$ cat config.mk
export PLATFORM = sky130hd
export DESIGN_NAME = lane_mem_arbiter_flat
export DESIGN_NICKNAME = d
export VERILOG_FILES = /design/src/rtl/lane_mem_arbiter_if.sv /design/src/rtl/lane_mem_arbiter.sv /design/src/flat_wrapper.sv
export SDC_FILE = /design/constraint.sdc
export NUM_CORES = 1
export LEC_CHECK = 0
export ABC_AREA = 1
export CAP_MARGIN = 20
export CORE_MARGIN = 3
export CORE_UTILIZATION = 29
export CTS_CLUSTER_SIZE = 10
export DETAILED_ROUTE_END_ITERATION = 10
export GPL_TIMING_DRIVEN = 0
export PLACE_DENSITY = 0.95
export SYNTH_ARGS = -nofsm -noshare
export SYNTH_HDL_FRONTEND = slang
export SYNTH_SLANG_ARGS = --single-unit
$ cat constraint.sdc
create_clock -name clk -period 6.25 [get_ports clk]
set_input_delay 1.25 -clock clk [delete_from_list [all_inputs] [get_ports clk]]
set_output_delay 1.25 -clock clk [all_outputs]
set_load 0.005 [all_outputs]
$ cat src/rtl/lane_mem_arbiter_if.sv
// Bundle of requester-side and memory-side signals around the lane memory arbiter.
// The arbiter takes the slave modport; requesters plus the memory sit on the master side.
interface lane_mem_arbiter_if #(
  parameter int ADDR_W = 5,
  parameter int DATA_W = 25
);
  logic              core_req;
  logic              core_lock;
  logic              core_we;
  logic [ADDR_W-1:0] core_addr;
  logic [DATA_W-1:0] core_wdata;
  logic              core_gnt;
  logic              core_rvalid;

  logic              host_req;
  logic              host_lock;
  logic              host_we;
  logic [ADDR_W-1:0] host_addr;
  logic [DATA_W-1:0] host_wdata;
  logic              host_gnt;
  logic              host_rvalid;

  logic [DATA_W-1:0] rdata;
  logic              mem_en;
  logic              mem_we;
  logic [ADDR_W-1:0] mem_addr;
  logic [DATA_W-1:0] mem_wdata;
  logic [DATA_W-1:0] mem_rdata;
  logic              addr_err;

  modport slave (
    input  core_req, core_lock, core_we, core_addr, core_wdata,
    input  host_req, host_lock, host_we, host_addr, host_wdata,
    input  mem_rdata,
    output core_gnt, core_rvalid, host_gnt, host_rvalid,
    output rdata, mem_en, mem_we, mem_addr, mem_wdata, addr_err
  );

  modport master (
    output core_req, core_lock, core_we, core_addr, core_wdata,
    output host_req, host_lock, host_we, host_addr, host_wdata,
    output mem_rdata,
    input  core_gnt, core_rvalid, host_gnt, host_rvalid,
    input  rdata, mem_en, mem_we, mem_addr, mem_wdata, addr_err
  );
endinterface

$ cat src/rtl/lane_mem_arbiter.sv
// Single-port lane memory arbiter between the permutation core and the host port.
// Define LANE_ARB_ROUNDROBIN_EN to break IDLE ties in favour of the side not granted last.
module lane_mem_arbiter #(
  parameter int DEPTH    = 25,
  parameter int ADDR_W   = 5,
  parameter int DATA_W   = 25,
  parameter int MAX_HOLD = 8
) (
  input  logic                clk,
  input  logic                rst,
  lane_mem_arbiter_if.slave   bus
);

  localparam int HOLD_W = $clog2(MAX_HOLD) + 1;

  typedef enum logic [1:0] {IDLE, CORE, HOST} state_t;

  state_t              state_q, state_d;
  logic [HOLD_W-1:0]   hold_q, hold_d;
  logic                coreRvalid_q, hostRvalid_q;
  logic                addrErr_q;

  logic                ownerReq, ownerLock, ownerWe, otherReq;
  logic [ADDR_W-1:0]   ownerAddr;
  logic [DATA_W-1:0]   ownerWdata;
  logic                inRange, access, forceRelease;

  // Whoever currently owns the port drives the memory; "other" is the side that may be waiting.
  always_comb begin
    ownerReq   = 1'b0;
    ownerLock  = 1'b0;
    ownerWe    = 1'b0;
    ownerAddr  = '0;
    ownerWdata = '0;
    otherReq   = 1'b0;
    case (state_q)
      CORE: begin
        ownerReq   = bus.core_req;
        ownerLock  = bus.core_lock;
        ownerWe    = bus.core_we;
        ownerAddr  = bus.core_addr;
        ownerWdata = bus.core_wdata;
        otherReq   = bus.host_req;
      end
      HOST: begin
        ownerReq   = bus.host_req;
        ownerLock  = bus.host_lock;
        ownerWe    = bus.host_we;
        ownerAddr  = bus.host_addr;
        ownerWdata = bus.host_wdata;
        otherReq   = bus.core_req;
      end
      default: ;
    endcase
  end

  assign inRange      = {1'b0, ownerAddr} < (ADDR_W+1)'(DEPTH);
  assign access       = ownerReq && inRange;
  assign forceRelease = otherReq && (hold_q == HOLD_W'(MAX_HOLD - 1));

`ifdef LANE_ARB_ROUNDROBIN_EN
  logic lastHost_q, lastHost_d;

  always_comb begin
    lastHost_d = lastHost_q;
    if (state_d == CORE)      lastHost_d = 1'b0;
    else if (state_d == HOST) lastHost_d = 1'b1;
  end

  always_ff @(posedge clk or negedge rst) begin
    if (!rst) lastHost_q <= 1'b1;
    else      lastHost_q <= lastHost_d;
  end
`endif

  // A forced release hands over regardless of lock, so the waiting side never starves.
  always_comb begin
    state_d = state_q;
    case (state_q)
      IDLE: begin
`ifdef LANE_ARB_ROUNDROBIN_EN
        if (bus.core_req && bus.host_req) state_d = lastHost_q ? CORE : HOST;
        else if (bus.core_req)            state_d = CORE;
        else if (bus.host_req)            state_d = HOST;
`else
        if (bus.core_req)      state_d = CORE;
        else if (bus.host_req) state_d = HOST;
`endif
      end
      CORE: begin
        if (!bus.core_req)                     state_d = bus.host_req ? HOST : IDLE;
        else if (!bus.core_lock || forceRelease) state_d = bus.host_req ? HOST : CORE;
      end
      HOST: begin
        if (!bus.host_req)                     state_d = bus.core_req ? CORE : IDLE;
        else if (!bus.host_lock || forceRelease) state_d = bus.core_req ? CORE : HOST;
      end
      default: state_d = IDLE;
    endcase
    hold_d = (state_d == state_q && state_q != IDLE && otherReq) ? hold_q + 1'b1 : '0;
  end

  always_ff @(posedge clk or negedge rst) begin
    if (!rst) begin
      state_q      <= IDLE;
      hold_q       <= '0;
      coreRvalid_q <= 1'b0;
      hostRvalid_q <= 1'b0;
      addrErr_q    <= 1'b0;
    end else begin
      state_q      <= state_d;
      hold_q       <= hold_d;
      coreRvalid_q <= (state_q == CORE) && access && !ownerWe;
      hostRvalid_q <= (state_q == HOST) && access && !ownerWe;
      if (ownerReq && !inRange) addrErr_q <= 1'b1;
    end
  end

  assign bus.core_gnt    = (state_q == CORE);
  assign bus.host_gnt    = (state_q == HOST);
  assign bus.core_rvalid = coreRvalid_q;
  assign bus.host_rvalid = hostRvalid_q;
  assign bus.rdata       = (coreRvalid_q || hostRvalid_q) ? bus.mem_rdata : '0;
  assign bus.mem_en      = access;
  assign bus.mem_we      = access && ownerWe;
  assign bus.mem_addr    = ownerAddr;
  assign bus.mem_wdata   = ownerWdata;
  assign bus.addr_err    = addrErr_q;

endmodule

$ cat src/flat_wrapper.sv
// flat-port wrapper written by rule: the top's interface ports become plain ports
module lane_mem_arbiter_flat 
#(
  parameter int DEPTH    = 25,
  parameter int ADDR_W   = 5,
  parameter int DATA_W   = 25,
  parameter int MAX_HOLD = 8
)
  (clk, rst, bus_core_req, bus_core_lock, bus_core_we, bus_core_addr, bus_core_wdata, bus_host_req, bus_host_lock, bus_host_we, bus_host_addr, bus_host_wdata, bus_mem_rdata, bus_core_gnt, bus_core_rvalid, bus_host_gnt, bus_host_rvalid, bus_rdata, bus_mem_en, bus_mem_we, bus_mem_addr, bus_mem_wdata, bus_addr_err);
  lane_mem_arbiter_if #(.ADDR_W(ADDR_W), .DATA_W(DATA_W)) bus_i ();
  input  logic clk;
  input  logic rst;
  input wire logic [$bits(bus_i.core_req)-1:0] bus_core_req;
  input wire logic [$bits(bus_i.core_lock)-1:0] bus_core_lock;
  input wire logic [$bits(bus_i.core_we)-1:0] bus_core_we;
  input wire logic [$bits(bus_i.core_addr)-1:0] bus_core_addr;
  input wire logic [$bits(bus_i.core_wdata)-1:0] bus_core_wdata;
  input wire logic [$bits(bus_i.host_req)-1:0] bus_host_req;
  input wire logic [$bits(bus_i.host_lock)-1:0] bus_host_lock;
  input wire logic [$bits(bus_i.host_we)-1:0] bus_host_we;
  input wire logic [$bits(bus_i.host_addr)-1:0] bus_host_addr;
  input wire logic [$bits(bus_i.host_wdata)-1:0] bus_host_wdata;
  input wire logic [$bits(bus_i.mem_rdata)-1:0] bus_mem_rdata;
  output wire logic [$bits(bus_i.core_gnt)-1:0] bus_core_gnt;
  output wire logic [$bits(bus_i.core_rvalid)-1:0] bus_core_rvalid;
  output wire logic [$bits(bus_i.host_gnt)-1:0] bus_host_gnt;
  output wire logic [$bits(bus_i.host_rvalid)-1:0] bus_host_rvalid;
  output wire logic [$bits(bus_i.rdata)-1:0] bus_rdata;
  output wire logic [$bits(bus_i.mem_en)-1:0] bus_mem_en;
  output wire logic [$bits(bus_i.mem_we)-1:0] bus_mem_we;
  output wire logic [$bits(bus_i.mem_addr)-1:0] bus_mem_addr;
  output wire logic [$bits(bus_i.mem_wdata)-1:0] bus_mem_wdata;
  output wire logic [$bits(bus_i.addr_err)-1:0] bus_addr_err;
  assign bus_i.core_req = bus_core_req;
  assign bus_i.core_lock = bus_core_lock;
  assign bus_i.core_we = bus_core_we;
  assign bus_i.core_addr = bus_core_addr;
  assign bus_i.core_wdata = bus_core_wdata;
  assign bus_i.host_req = bus_host_req;
  assign bus_i.host_lock = bus_host_lock;
  assign bus_i.host_we = bus_host_we;
  assign bus_i.host_addr = bus_host_addr;
  assign bus_i.host_wdata = bus_host_wdata;
  assign bus_i.mem_rdata = bus_mem_rdata;
  assign bus_core_gnt = bus_i.core_gnt;
  assign bus_core_rvalid = bus_i.core_rvalid;
  assign bus_host_gnt = bus_i.host_gnt;
  assign bus_host_rvalid = bus_i.host_rvalid;
  assign bus_rdata = bus_i.rdata;
  assign bus_mem_en = bus_i.mem_en;
  assign bus_mem_we = bus_i.mem_we;
  assign bus_mem_addr = bus_i.mem_addr;
  assign bus_mem_wdata = bus_i.mem_wdata;
  assign bus_addr_err = bus_i.addr_err;
  lane_mem_arbiter #(.DEPTH(DEPTH), .ADDR_W(ADDR_W), .DATA_W(DATA_W), .MAX_HOLD(MAX_HOLD)) u_core (.clk(clk), .rst(rst), .bus(bus_i));
endmodule
# Word-level counts from Yosys, hierarchy flattened
# Cells that the tools add are included.
# word_totals
output_inout_bits	62
register_bits	9
elab_cells	48
# op_classes
mux	18
add_sub_neg	1
n_reduce_logical	19
order_cmp	1
eq_ne	4
# ops
op	count
case mux 25 bit (2 select lines)	1
2-to-1 mux 25 bit	1
2-to-1 mux 2 bit	9
logical AND 1 bit	10
case mux 5 bit (2 select lines)	1
case mux 1 bit (2 select lines)	3
case mux 2 bit (3 select lines)	1
less-than comparator 5 bit, second input constant	1
adder 4 x 1 -> 4 bit, second input constant	1
== test 4 x 3 -> 1 bit, second input constant	1
zero test 1 bit	4
2-to-1 mux 4 bit	1
logical OR 1 bit	3
== test 2 x 1 -> 1 bit, second input constant	1
== test 2 bit	1
== test 2 bit, second input constant	1
zero test 2 bit	1
nonzero test 2 bit	1
2-to-1 mux 1 bit	1

# Depth between registers and ports, before layout
# Gate-level depths: netlist of run 1.
# depth
ltp_word	11
mapped_depth	17
mapped_depth_nobuf	16

# Worst setup path after synthesis of run 1
# OpenSTA, ideal clock, no wires.
# synth_path
kind	input -> output
startpoint	input port bus_core_addr[2]
endpoint	output port bus_mem_we
setup_slack_ns	3.176
arrival_ns	1.824
path_buffers	0
stages	7
path_cell_list	nand2_1 -> a21oi_1 -> nor2_1 -> nand2_1 -> nand2_1 -> nand2_1 -> nor2_1
# synth_via
elab_chain_len	4
# synth_rtl
element	line	text
start, declared	flat_wrapper.sv:16	input wire logic [$bits(bus_i.core_addr)-1:0] bus_core_addr;
case mux 5 bit (2 select lines)	lane_mem_arbiter.sv:36	case (state_q)
net bus_mem_addr[2]	flat_wrapper.sv:31	output wire logic [$bits(bus_i.mem_addr)-1:0] bus_mem_addr;
less-than comparator 5 bit	lane_mem_arbiter.sv:57	assign inRange = {1'b0, ownerAddr} < (ADDR_W+1)'(DEPTH);
logical AND 1 bit	lane_mem_arbiter.sv:58	assign access = ownerReq && inRange;
logical AND 1 bit	lane_mem_arbiter.sv:125	assign bus.mem_we = access && ownerWe;
end, declared	flat_wrapper.sv:30	output wire logic [$bits(bus_i.mem_we)-1:0] bus_mem_we;
# The timed path passes the listed nets, and every way through them passes these cells.

# Final worst setup path of run 1
# layout_path
startpoint	input port bus_host_req
endpoint	output port bus_mem_we
# layout_via
elab_chain_len	3
# layout_rtl
element	line	text
start, declared	flat_wrapper.sv:18	input wire logic [$bits(bus_i.host_req)-1:0] bus_host_req;
case mux 1 bit (2 select lines)	lane_mem_arbiter.sv:36	
logical AND 1 bit	lane_mem_arbiter.sv:58	
logical AND 1 bit	lane_mem_arbiter.sv:125	
# Every way passes these cells.

==> impl_results.md, run 1 <==
- Total gr overflow: 0
- Mapped cell area: 1310 sq um
- CTS buffer count: 3
- Final-layout fill cell count: 341
- CTS tree: done
- Die height: 73.3 um
- TritonCTS Sinks: 9
- Fin crit share: 67.2%
- Xor/xnor cell area share of the yosys netlist: 1.33%
- Syn_nets: 343
- Highest Clock Rate: 238 MHz
- Comb pwr share: 81.4%
- Via-to-Cell Ratio: 4.62
- Initial Util: 31.5%
- Crit. Startpoint: bus_host_req
- Adder-Cell Fraction of Synth Area: 4.76%
- Die W: 73.3 um
- Multi-input gate area: 855 sq um
- Vias: 2091
- Final wirelength: 5650 um
- Hold Slack: 0.461 ns
- CTS root buf: clkbuf_8
- Reg power frac: 10.0%
- Cells along the critical path: clkdlybuf4s50_1, nand2_1, a21oi_1, nand2_1, nor2_1, clkdlybuf4s50_1
- Total global-route track usage: 19.9%
- RR Startpoint: u_core.state_q[0]
- Crit path kind: primary input to primary output
- Period minus WS final: 4.20 ns
- Core ar.: 4170 sq um
- Worst path slowest cell: clkdlybuf4s50_1
- Final nets: 502
- RSZ-0062 raised after global routing: false
- Clk slew on worst S/H paths: 0.04 ns
- GP Congestion: 0.813
- Post-route antenna net violation count: 0
- Fin. Hold Viols: 0
- Sw Pwr: 0.000358 W
- Initial antenna violation count: 0
- WP depth: 6
- Finish-stage setup viols: 0
- TNS Setup: 0 ns
- Compound-cell area share of the yosys netlist: 15.5%
- # DRC: 0
- Buffers & Inverters on Critical Path: 2
- 1st-iter DRT viols: 64
- DP Area: 2920 sq um
- Finished layout cell area: 2960 sq um
- Mapped Cells: 245
- CP peak stage delay: 0.61 ns
- Sw frac: 45.2%
- Post-synthesis mux area share: 0%
- Die area: 5370 sq um
- Max FO, Critical Path: 7
- Num rows: 23
- Startpoint types: primary input
- First-pass GRT wire length: 8580 um
- Post-synthesis simple-gate area fraction: 43.4%
- Antenna diode count: 0
- Worst vdd ir: 175 uV
- Share of cells above drive strength 1: 4.22%
- Critical path destination: bus_mem_we
- Reg2reg path depth: 10
- Pwr dens: 268 nW/um^2
- LEAKAGE: 1.31 nW
- Sequential area share after synthesis: 17.1%
- Setup Skew: 0.00781 ns
- Hold bufs inserted after CTS: 0
- IO Pins: 155
- R2r endpoint: u_core.bus.host_rvalid
- PortBufs: 154
- Family with the most delay on the worst path: buffers and inverters
- Vias in the first global route: 1989
- Yosys warns: 0
- Worst min-delay path category: flop to flop
- Max clock buf depth: 2
- Post-detail-place hpwl: 4850 um
- Wirelength per Cell: 12.5 um
- Syn avg cell area: 5.36 sq um
- Slew HR: 65.3%
- Largest family of logic cells by synthesized area: simple AND/OR/NAND/NOR gates
- Internal: 0.000435 W
- Max Cap Viol: 0
- Worst endpoint data arrival time: 2.95 ns
- Drt pass-1 iters: 4
- Fin. max-slew vios: 0
- Area growth, synth to finish: 126%
- Least-Margin Pin Slew: 0.520 ns
- Status: finished, final reports clean
- Clock power frac: 8.6%
- Critical Path End Type: primary output
- Worst skew pair latency: 0.24 ns
- Cts repair resizes: 0
- #FFs+latches synth: 9
- Reg area: 225 sq um
- R2R setup slack: 4.09 ns
- Largest net degree at the start of global routing: 11
- Synth unique cells: 26
- Post-CTS Setup Repair Bufs: 0
- CTS H-tree depth: 1
- CP required: 5.00 ns
## cells in the mapped netlist (all sizes together)
| master | number | share of area [%] |
|---|---|---|
| a21oi | 28 | 11 |
| a22o | 4 | 2.7 |
| a31o | 1 | 0.67 |
| buf | 4 | 2.3 |
| clkbuf | 9 | 2.6 |
| clkinv | 1 | 0.29 |
| dfrtp | 9 | 17 |
| ha | 5 | 4.8 |
| inv | 41 | 13 |
| nand2 | 85 | 25 |
| nand3 | 11 | 5.5 |
| nand3b | 1 | 0.57 |
| nand4 | 1 | 0.48 |
| nor2 | 40 | 12 |
| o211ai | 1 | 0.57 |
| o21ai | 1 | 0.38 |
| o21bai | 1 | 0.57 |
| xnor2 | 1 | 0.67 |
| xor2 | 1 | 0.67 |
## area by class of cell
cell class,instances,share of cell area [%]
well taps,50,2.11
plain buffers,13,2.15
multi-input cells,181,28.8
repair buffers,154,52.0
inverters,42,5.74
clock buffers,4,1.52
flip-flops and latches,9,7.60
## cells by family after synthesis
group | after synthesis
flops | 9
fa+ha+maj | 5
compound gates | 36
xor+xnor | 2
simple gates | 138
buf+inv | 55
## metrics by stage
step	instances	total power, W	util (%)	setup slack (ns)
after floorplan	245	0.000397	-	3.18
after global placement	449	0.000718	69.9	2.05
after detailed placement	449	0.000729	69.9	2.05
after CTS	453	0.000802	71.0	2.06
after global routing	453	0.000866	71.0	1.94
final	453	0.000793	71.0	2.05
## layout by cell type (no fill, tap or decap)
master | netlist | layout
nand3b_1 | 1 | 1
ha_1 | 5 | 5
clkdlybuf4s50_1 | 0 | 154
o21bai_1 | 1 | 1
nand3_4 | 1 | 1
nand2_2 | 5 | 5
clkinv_1 | 1 | 1
inv_12 | 1 | 1
nand3_1 | 9 | 9
nor2_1 | 39 | 39
a22o_1 | 4 | 4
clkbuf_8 | 0 | 3
dfrtp_1 | 9 | 9
inv_1 | 37 | 37
nand2_1 | 80 | 80
a31o_1 | 1 | 1
buf_1 | 2 | 2
nor2_2 | 1 | 1
buf_6 | 2 | 2
clkbuf_1 | 9 | 10
xor2_1 | 1 | 1
a21oi_1 | 28 | 28
nand3_2 | 1 | 1
o211ai_1 | 1 | 1
xnor2_1 | 1 | 1
o21ai_0 | 1 | 1
nand4_1 | 1 | 1
inv_2 | 3 | 3
## layer usage
| metal | GRT usage [%] | wire length, um | vias to the layer above | part of all wire, % |
|---|---|---|---|---|
| li1 | - | - | 1061 | - |
| met3 | 6.02 | 598 | 8 | 11 |
| met1 | 19.5 | 1930 | 911 | 34 |
| met5 | 0 | 0 | - | 0 |
| met4 | 4.63 | 73 | 0 | 1.3 |
| met2 | 39.9 | 3050 | 111 | 54 |
## worst min path at each step
stage / start / endpoint / slack [ns] / depth (start not counted)
4_1_cts: u_core.hold_q[0] / u_core.hold_q[0] / 0.46 / 1
3_3_place_gp: u_core.hold_q[0] / u_core.hold_q[0] / 0.44 / 1
5_1_grt: u_core.hold_q[0] / u_core.hold_q[0] / 0.50 / 1
3_5_place_dp: u_core.hold_q[0] / u_core.hold_q[0] / 0.46 / 1
2_1_floorplan: u_core.hold_q[0] / u_core.hold_q[0] / 0.43 / 1
6_report: u_core.hold_q[0] / u_core.hold_q[0] / 0.46 / 1
## state kept, by name, indices dropped and copies added (netlist names)
| name | flops |
|---|---|
| u_core.state_q | 2 |
| u_core.bus.addr_err | 1 |
| u_core.bus.core_rvalid | 1 |
| u_core.hold_q | 4 |
| u_core.bus.host_rvalid | 1 |
## worst reg2reg max path: cells and delay by family, from the launching register on
kind                       cells  cell delay [ns]
AOI/OAI and AO/OA              1             0.11
adders and majority gates      1             0.44
buffers and inverters          3             0.63
DFF                            1             0.42
and+or+nand+nor                5             0.50
## power by group through the flow
stage | registers, W | logic (W) | clock network [W]
2_1_floorplan | 0.0000776 | 0.000319 | 0
3_3_place_gp | 0.0000797 | 0.000639 | 0
3_5_place_dp | 0.0000802 | 0.000649 | 0
4_1_cts | 0.0000795 | 0.000654 | 0.0000693
5_1_grt | 0.0000816 | 0.000709 | 0.0000753
6_report | 0.0000797 | 0.000646 | 0.0000679
Note: power is estimated with default switching activity, not from simulation.
==> run 2: changes to the inputs <==
- CORE_UTILIZATION: 29 -> 25
- PLACE_DENSITY: 0.95 -> 0.88
- clock period: 6.25 -> 3.8 ns (I/O delays scaled with it)
==> impl_results.md, run 2 (same netlist as run 1, synthesis figures left out) <==
- Max FO, Critical Path: 10
- Die area: 6160 sq um
- Period minus WS final: 3.48 ns
- GP Congestion: 0.891
- IO Pins: 155
- Highest Clock Rate: 287 MHz
- Biggest regs: u_core.hold_q (4), u_core.state_q (2)
- Share of cells above drive strength 1: 4.73%
- Final-layout fill cell count: 474
- DP Area: 2940 sq um
- Antenna diode count: 0
- CP required: 3.04 ns
- Crit path kind: flop to primary output
- Startpoint types: flop
- Die height: 78.5 um
- Cts repair resizes: 0
- # DRC: 0
- Initial Util: 26.8%
- Fin. Hold Viols: 0
- Slew HR: 65.5%
- Finished layout cell area: 2980 sq um
- Fin. max-slew vios: 0
- Biggest register: u_core.hold_q
- Hold bufs inserted after CTS: 0
- Vias in the first global route: 2057
- Post-detail-place hpwl: 4940 um
- Max reg flops: 4
- Final wirelength: 5750 um
- Total global-route track usage: 18.4%
- Post-route antenna net violation count: 0
- Drt pass-1 iters: 4
- Die W: 78.5 um
- Setup Skew: 0.00550 ns
- Worst endpoint data arrival time: 2.72 ns
- Final nets: 501
- TritonCTS Sinks: 9
- Worst min-delay path category: flop to flop
- Wirelength per Cell: 12.3 um
- Pwr dens: 438 nW/um^2
- Max clock buf depth: 2
- Total gr overflow: 0
- CTS root buf: clkbuf_8
- CTS buffer count: 3
- Vias: 2088
- TNS Setup: 0 ns
- Least-Margin Pin Slew: 0.517 ns
- RSZ-0062 raised after global routing: false
- Commonest non-fill, non-tap cells in the layout: 154 x clkdlybuf4s50_1, 80 x nand2_1, 39 x nor2_1
- Finish-stage setup viols: 0
- Post-CTS Setup Repair Bufs: 0
- PortBufs: 154
- Num rows: 25
- CTS H-tree depth: 1
- Largest net degree at the start of global routing: 11
- First-pass GRT wire length: 9290 um
- Core ar.: 4910 sq um
- Status: finished, final reports clean
- Area growth, synth to finish: 127%
- Fin crit share: 91.5%
- LEAKAGE: 1.31 nW
- Worst skew pair latency: 0.24 ns
- 1st-iter DRT viols: 76
- Initial antenna violation count: 0
- Max Cap Viol: 0
- Critical Path End Type: primary output
- Most common cell after layout, fill and taps aside: clkdlybuf4s50_1
- Clk slew on worst S/H paths: 0.05 ns
- Worst vdd ir: 232 uV
- Via-to-Cell Ratio: 4.45
- CTS tree: done
## run 2: worst max-delay path: stages (launching register included)
cell	delay, ns
dfrtp_1	0.44
inv_2	0.11
ha_1	0.19
buf_6	0.14
clkbuf_1	0.33
buf_1	0.42
nand2_1	0.09
a21oi_1	0.21
clkdlybuf4s50_1	0.54
## run 2: layout make-up
class	count	area, sq um	share of cell area, %
plain buffers	12	61.3	2.06
flip-flops and latches	9	225	7.55
repair buffers	154	1540	51.7
well taps	67	83.8	2.81
multi-input cells	181	855	28.6
clock buffers	3	41.3	1.38
clock inverters	1	5.00	0.168
inverters	42	170	5.70
## run 2: routing by layer
metal | share of wire [%] | vias up | track usage, %
met3 | 10 | 10 | 6.77
li1 | - | 1055 | -
met1 | 37 | 909 | 19.5
met4 | 1.7 | 0 | 5.07
met2 | 51 | 114 | 34.0
met5 | 0 | - | 0
## run 2: final timing paths
path,start,end,slack (ns),cells past startpoint
worst max register to register,u_core.state_q[0],u_core.hold_q[3],1.72,15
worst max-delay path,u_core.state_q[1],bus_mem_wdata[24],0.32,8
worst min-delay path,u_core.hold_q[0],u_core.hold_q[0],0.46,1
worst min register to register,u_core.hold_q[0],u_core.hold_q[0],0.46,1
max in group asynchronous,rst,u_core.hold_q[3],2.68,1
min in group asynchronous,rst,u_core.state_q[0],0.82,1
## run 2: power by group
part | internal (W) | switching, W | total (W)
sequential | 0.000112 | 0.0000194 | 0.000131
clock | 0.0000718 | 0.0000422 | 0.000114
combinational | 0.000528 | 0.000535 | 0.00106
## run 2: metrics by stage
stage	hold slack (ns)	cells	setup slack [ns]	total power (W)	util, %
floorplan	0.430	245	1.33	0.000652	-
global placement	0.444	466	0.398	0.00119	59.8
detailed placement	0.454	466	0.410	0.00121	59.8
CTS	0.460	470	0.133	0.00134	60.8
global route	0.483	469	0.0270	0.00144	60.7
finish	0.465	469	0.322	0.00131	60.7
